--- src/rtl/intr_pkg.sv ---
// ---------------------------------------------------------------------------
// intr_pkg : shared sizes and FSM encodings for the interrupt controller
// Rev 1.0
// ---------------------------------------------------------------------------
`default_nettype none

package intr_pkg;

  localparam int N_SRC_DEF = 18;
  localparam int VEC_W_DEF = 5;

  localparam logic [1:0] ST_IDLE = 2'd0;
  localparam logic [1:0] ST_REQ  = 2'd1;
  localparam logic [1:0] ST_SERV = 2'd2;

endpackage

`default_nettype wire

--- src/rtl/intr_if.sv ---
// ---------------------------------------------------------------------------
// intr_if : request pins, CPU handshake and debug view of the controller
// Rev 1.0
// ---------------------------------------------------------------------------
`default_nettype none

import intr_pkg::*;

interface intr_if;

  logic [N_SRC_DEF-1:0] in_intp;
  logic                 glob_ie;
  logic                 en_i;
  logic                 en_o;
  logic                 mask_we;
  logic [N_SRC_DEF-1:0] mask_wdata;
  logic                 ack;
  logic                 eoi;
  logic                 irq;
  logic [VEC_W_DEF-1:0] vec;
  logic                 busy;
  logic [N_SRC_DEF-1:0] pending;

  modport master (
    output in_intp, glob_ie, en_i, en_o, mask_we, mask_wdata, ack, eoi,
    input  irq, vec, busy, pending
  );

  modport slave (
    input  in_intp, glob_ie, en_i, en_o, mask_we, mask_wdata, ack, eoi,
    output irq, vec, busy, pending
  );

endinterface

`default_nettype wire

--- src/rtl/intr_prio_enc.sv ---
// ---------------------------------------------------------------------------
// intr_prio_enc : lowest-index-first priority encoder (combinational)
// Rev 1.0
// ---------------------------------------------------------------------------
`default_nettype none

import intr_pkg::*;

module intr_prio_enc #(
  parameter int N_SRC = N_SRC_DEF,
  parameter int VEC_W = VEC_W_DEF
) (
  input  logic [N_SRC-1:0] req,
  output logic [VEC_W-1:0] idx,
  output logic             any_valid
);

  // Scan downwards so the lowest set index is the last one written.
  always_comb begin
    idx       = '0;
    any_valid = 1'b0;
    for (int i = N_SRC - 1; i >= 0; i--) begin
      if (req[i]) begin
        idx       = VEC_W'(i);
        any_valid = 1'b1;
      end
    end
  end

endmodule

`default_nettype wire

--- src/rtl/intr_ctrl.sv ---
// ---------------------------------------------------------------------------
// intr_ctrl : edge capture, mask gating and irq/ack/eoi handshake FSM
// Rev 1.0
// ---------------------------------------------------------------------------
`default_nettype none

import intr_pkg::*;

module intr_ctrl (
  input logic   clk,
  input logic   rst,
  intr_if.slave bus
);

  logic [N_SRC_DEF-1:0] in_prev;
  logic [N_SRC_DEF-1:0] pending_reg;
  logic [N_SRC_DEF-1:0] pending_nxt;
  logic [N_SRC_DEF-1:0] mask_reg;
  logic [N_SRC_DEF-1:0] edge_det;
  logic [N_SRC_DEF-1:0] elig;
  logic [1:0]           state;
  logic                 irq_reg;
  logic                 busy_reg;
  logic [VEC_W_DEF-1:0] vec_reg;
  logic [VEC_W_DEF-1:0] sel_idx;
  logic                 sel_valid;
  logic                 take_ack;

  assign edge_det = bus.in_intp & ~in_prev;
  assign elig     = pending_reg & mask_reg;
  assign take_ack = (state == ST_REQ) && bus.ack;

  intr_prio_enc #(
    .N_SRC (N_SRC_DEF),
    .VEC_W (VEC_W_DEF)
  ) u_prio (
    .req       (elig),
    .idx       (sel_idx),
    .any_valid (sel_valid)
  );

  // Set is applied after the clear so a fresh edge on the serviced bit survives.
  always_comb begin
    pending_nxt = pending_reg;
    if (take_ack) begin
      pending_nxt[vec_reg] = 1'b0;
    end
    if (bus.en_i) begin
      pending_nxt = pending_nxt | edge_det;
    end
  end

  always_ff @(posedge clk) begin
    if (rst) begin
      in_prev     <= '0;
      pending_reg <= '0;
      mask_reg    <= '1;
    end else begin
      in_prev     <= bus.in_intp;
      pending_reg <= pending_nxt;
      if (bus.mask_we) begin
        mask_reg <= bus.mask_wdata;
      end
    end
  end

  always_ff @(posedge clk) begin
    if (rst) begin
      state    <= ST_IDLE;
      irq_reg  <= 1'b0;
      busy_reg <= 1'b0;
      vec_reg  <= '0;
    end else begin
      case (state)
        ST_IDLE: begin
          if (sel_valid && bus.glob_ie && bus.en_o) begin
            state   <= ST_REQ;
            irq_reg <= 1'b1;
            vec_reg <= sel_idx;
          end
        end
        ST_REQ: begin
          if (bus.ack) begin
            state    <= ST_SERV;
            irq_reg  <= 1'b0;
            busy_reg <= 1'b1;
          end else if (!bus.glob_ie || !bus.en_o || !mask_reg[vec_reg]) begin
            state   <= ST_IDLE;
            irq_reg <= 1'b0;
          end
        end
        ST_SERV: begin
          if (bus.eoi) begin
            state    <= ST_IDLE;
            busy_reg <= 1'b0;
          end
        end
        default: begin
          state    <= ST_IDLE;
          irq_reg  <= 1'b0;
          busy_reg <= 1'b0;
        end
      endcase
    end
  end

  assign bus.irq     = irq_reg;
  assign bus.vec     = vec_reg;
  assign bus.busy    = busy_reg;
  assign bus.pending = pending_reg;

endmodule

`default_nettype wire

--- src/flat_wrapper.sv ---
// flat-port wrapper written by rule: the top's interface ports become plain ports
module intr_ctrl_flat 
  (clk, rst, bus_in_intp, bus_glob_ie, bus_en_i, bus_en_o, bus_mask_we, bus_mask_wdata, bus_ack, bus_eoi, bus_irq, bus_vec, bus_busy, bus_pending);
  intr_if bus_i ();
  input logic clk;
  input logic rst;
  input wire logic [$bits(bus_i.in_intp)-1:0] bus_in_intp;
  input wire logic [$bits(bus_i.glob_ie)-1:0] bus_glob_ie;
  input wire logic [$bits(bus_i.en_i)-1:0] bus_en_i;
  input wire logic [$bits(bus_i.en_o)-1:0] bus_en_o;
  input wire logic [$bits(bus_i.mask_we)-1:0] bus_mask_we;
  input wire logic [$bits(bus_i.mask_wdata)-1:0] bus_mask_wdata;
  input wire logic [$bits(bus_i.ack)-1:0] bus_ack;
  input wire logic [$bits(bus_i.eoi)-1:0] bus_eoi;
  output wire logic [$bits(bus_i.irq)-1:0] bus_irq;
  output wire logic [$bits(bus_i.vec)-1:0] bus_vec;
  output wire logic [$bits(bus_i.busy)-1:0] bus_busy;
  output wire logic [$bits(bus_i.pending)-1:0] bus_pending;
  assign bus_i.in_intp = bus_in_intp;
  assign bus_i.glob_ie = bus_glob_ie;
  assign bus_i.en_i = bus_en_i;
  assign bus_i.en_o = bus_en_o;
  assign bus_i.mask_we = bus_mask_we;
  assign bus_i.mask_wdata = bus_mask_wdata;
  assign bus_i.ack = bus_ack;
  assign bus_i.eoi = bus_eoi;
  assign bus_irq = bus_i.irq;
  assign bus_vec = bus_i.vec;
  assign bus_busy = bus_i.busy;
  assign bus_pending = bus_i.pending;
  intr_ctrl u_core (.clk(clk), .rst(rst), .bus(bus_i));
endmodule
--- config.mk ---
export PLATFORM = sky130hd
export DESIGN_NAME = intr_ctrl_flat
export DESIGN_NICKNAME = d
export VERILOG_FILES = /design/src/rtl/intr_pkg.sv /design/src/rtl/intr_if.sv /design/src/rtl/intr_prio_enc.sv /design/src/rtl/intr_ctrl.sv /design/src/flat_wrapper.sv
export SDC_FILE = /design/constraint.sdc
export NUM_CORES = 1
export LEC_CHECK = 0
export ABC_AREA = 1
export ABC_CLOCK_PERIOD_IN_PS = 2120
export BUFFER_PORTS_ARGS = -buffer_cell sky130_fd_sc_hd__buf_2
export CAP_MARGIN = 10
export CORE_AREA = 3 3 78 73
export CTS_BUF_LIST = sky130_fd_sc_hd__clkbuf_4
export DETAILED_ROUTE_END_ITERATION = 7
export DIE_AREA = 0 0 81 76
export PLACE_DENSITY = 0.81
export SETUP_SLACK_MARGIN = 0.02
export SKIP_LAST_GASP = 1
export SLEW_MARGIN = 0
export SYNTH_ARGS = -nofsm -noshare
export SYNTH_HDL_FRONTEND = slang
export SYNTH_SLANG_ARGS = --single-unit
export TNS_END_PERCENT = 1
--- constraint.sdc ---
create_clock -name clk -period 2.12 [get_ports clk]
set_input_delay 0.106 -clock clk [delete_from_list [all_inputs] [get_ports clk]]
set_output_delay 0.106 -clock clk [all_outputs]
set_load 0.01 [all_outputs]
==> out/metrics.cfg <==
[layout]
fin_area_mm2=0.00364
syn2layout_area_growth_pct=34.8
layout_commonest_cell=nand2_1
final_cells=543
final_nets=517
diodes=0
final_cell_mix=nand2_1 (94), buf_2 (68), dfxtp_1 (63)
layout-drive-gt1-share=0.236

[global_route]
grt_pass1_vias=2796
grt_antenna_before_repair=0
overflow=0
grt_max_degree=23
grt_first_pass_wirelength_mm=12.8
track_usage=0.264

[sta]
post-route-min-period_ns=1.64
layout_setup_ws_ns=0.483
slew_viol_final=0
fin_hold_ws_ns=0.0633
slew_headroom=0.670
finalSetupViolCount=0
fin_crit_sh=0.772
max_clock_freq_mhz=611
fin_skew_ns=0.0138
worst_pin_slew_ns=0.492
fin_setup_tns_ns=0
finalHoldViolations=0
rsz0062_at_grt=no

[clocking]
cts_buffers=9
cts_buffer_depth=2
cts_tree=built
clk_pin_slew_worst_paths_ns=0.12
clock_sinks=63
htreeDepth=3
clk-insertion-delay-late_ns=0.41
postCtsSetupBuffers=0
clock-root-buffer=clkbuf_4

[worst_setup_path]
path_max_fanout=5
worstPathRequired_ns=2.41
timing.setup.critical_path_class=reg2reg
worstSetupEndpointType=flop
cp.arrival_ns=1.92
critPathLaunchType=flop

[synth]
synth_top_area_frac=0.467
syn_area_mm2=0.00270
yosysWarningCount=0
ys_ff_latch=63
synthDistinctLibCells=28
synth_seq_area_share=0.467
syn-num-nets=409
avgSynthCellArea_um2=7.39
synthCells=365
yosysTopAreaCell=dfxtp_1
synth_area_leaders=dfxtp_1 (47%), nand2_1 (13%), nand3b_1 (5.0%)

[pwr]
p_leak_nw=1.76
irDropWorstVdd_mv=0.431
power.density_mw_per_mm2=757

[die]
fp.coreArea_mm2=0.00486
ios=69
die_area_mm2=0.00616
num_rows=24
die_h_um=76
start_util=0.555
fp.dieW_um=81

[placement]
place_congestion=0.947
port_buffers=68
post-place-ws_ns=0.500
dp.cells=489
place_hpwl_mm=5.47
placed_area_mm2=0.00309

[min_path]
hold_path_class=in2reg

[drt]
drtPass1Iterations=5
vias_per_cell=5.21
postRouteAntennaNets=0
num_vias=2831
drc=0
wl_mm=7.70
drt_iter0_drc=192
avgRoutedWirePerCell_um=14.2

[run]
cap_violations=0

[outcome]
outcome=completed

[repair_timing]
action,4_1_cts,5_1_grt
endpoints found under the hold margin,52,0
hold buffers,38,0
resized for setup,0,0
[per-stage QoR]
stage / total power, mW / utilization
2_1_floorplan: 1.61 / -
3_3_place_gp: 1.76 / 0.636
3_5_place_dp: 1.77 / 0.636
4_1_cts: 2.76 / 0.748
5_1_grt: 2.89 / 0.748
6_report: 2.75 / 0.748
[synthesized netlist by cell type]
cell type / count
nand2_1: 94
dfxtp_1: 63
inv_1: 32
nor2_1: 32
a21oi_1: 22
nand3_1: 19
nand3b_1: 18
o21ai_0: 14
a22oi_1: 9
nand2_2: 9
o21ai_1: 9
clkbuf_1: 8
inv_2: 7
nor3_1: 7
clkinv_1: 3
nor2_2: 3
a211oi_2: 2
a31oi_1: 2
buf_1: 2
nand3_2: 2
a21oi_2: 1
a21oi_4: 1
a32oi_1: 1
buf_2: 1
inv_6: 1
nor2_4: 1
o211ai_2: 1
o31ai_1: 1
[area by class of cell]
cell class,instances,area (um^2)
timing repair buffer,108,736
clock inverter,7,96.3
tap,65,81.3
fill,383,1230
inverter,43,166
sequential,63,1260
clock buffer,9,67.6
multi-input combinational,248,1230
[per-layer routing]
layer  up-vias  part of all wire  GRT usage
met2       121              0.46      0.419
met3        27             0.076     0.0662
li1       1403                 -          -
met5         -                 0          0
met1      1280              0.43      0.344
met4         0             0.026     0.0980
[power by group]
group          internal [mW]  leakage, nW  switching [mW]
clock                  0.480       0.0802           0.466
combinational          0.213         1.16           0.267
sequential              1.26        0.522          0.0665
[critical path, cell delays in order (launching register included)]
cell,delay (ns)
dfxtp_1,0.43
inv_2,0.07
nand2_1,0.08
inv_1,0.10
a22oi_1,0.16
nand2_1,0.08
nand2_1,0.06
nand3_1,0.11
o211ai_2,0.17
nand2_1,0.07
o21ai_1,0.11
a21oi_1,0.07
[cells by family (layout without fill, tap and decap cells)]
family,count (synthesis),count (layout),share of synthesized area
compound gates,63,63,0.142
buf+inv,54,167,0.0774
flops,63,63,0.467
simple gates,185,185,0.313
[final timing paths]
path                                                      from                            to  slack, ns  cells after the start
worst max-delay path            u_core.bus.vec[0]$_SDFFE_PP0P_   u_core.bus.irq$_SDFFE_PP0P_       0.48                     11
worst min-delay path                               bus_glob_ie  u_core.state[0]$_SDFFE_PP0P_       0.06                      5
worst max register to register  u_core.bus.vec[0]$_SDFFE_PP0P_   u_core.bus.irq$_SDFFE_PP0P_       0.48                     11
worst min register to register    u_core.bus.busy$_SDFFE_PP0P_  u_core.bus.busy$_SDFFE_PP0P_       0.49                      2
Power figures use the tool's default switching activity.
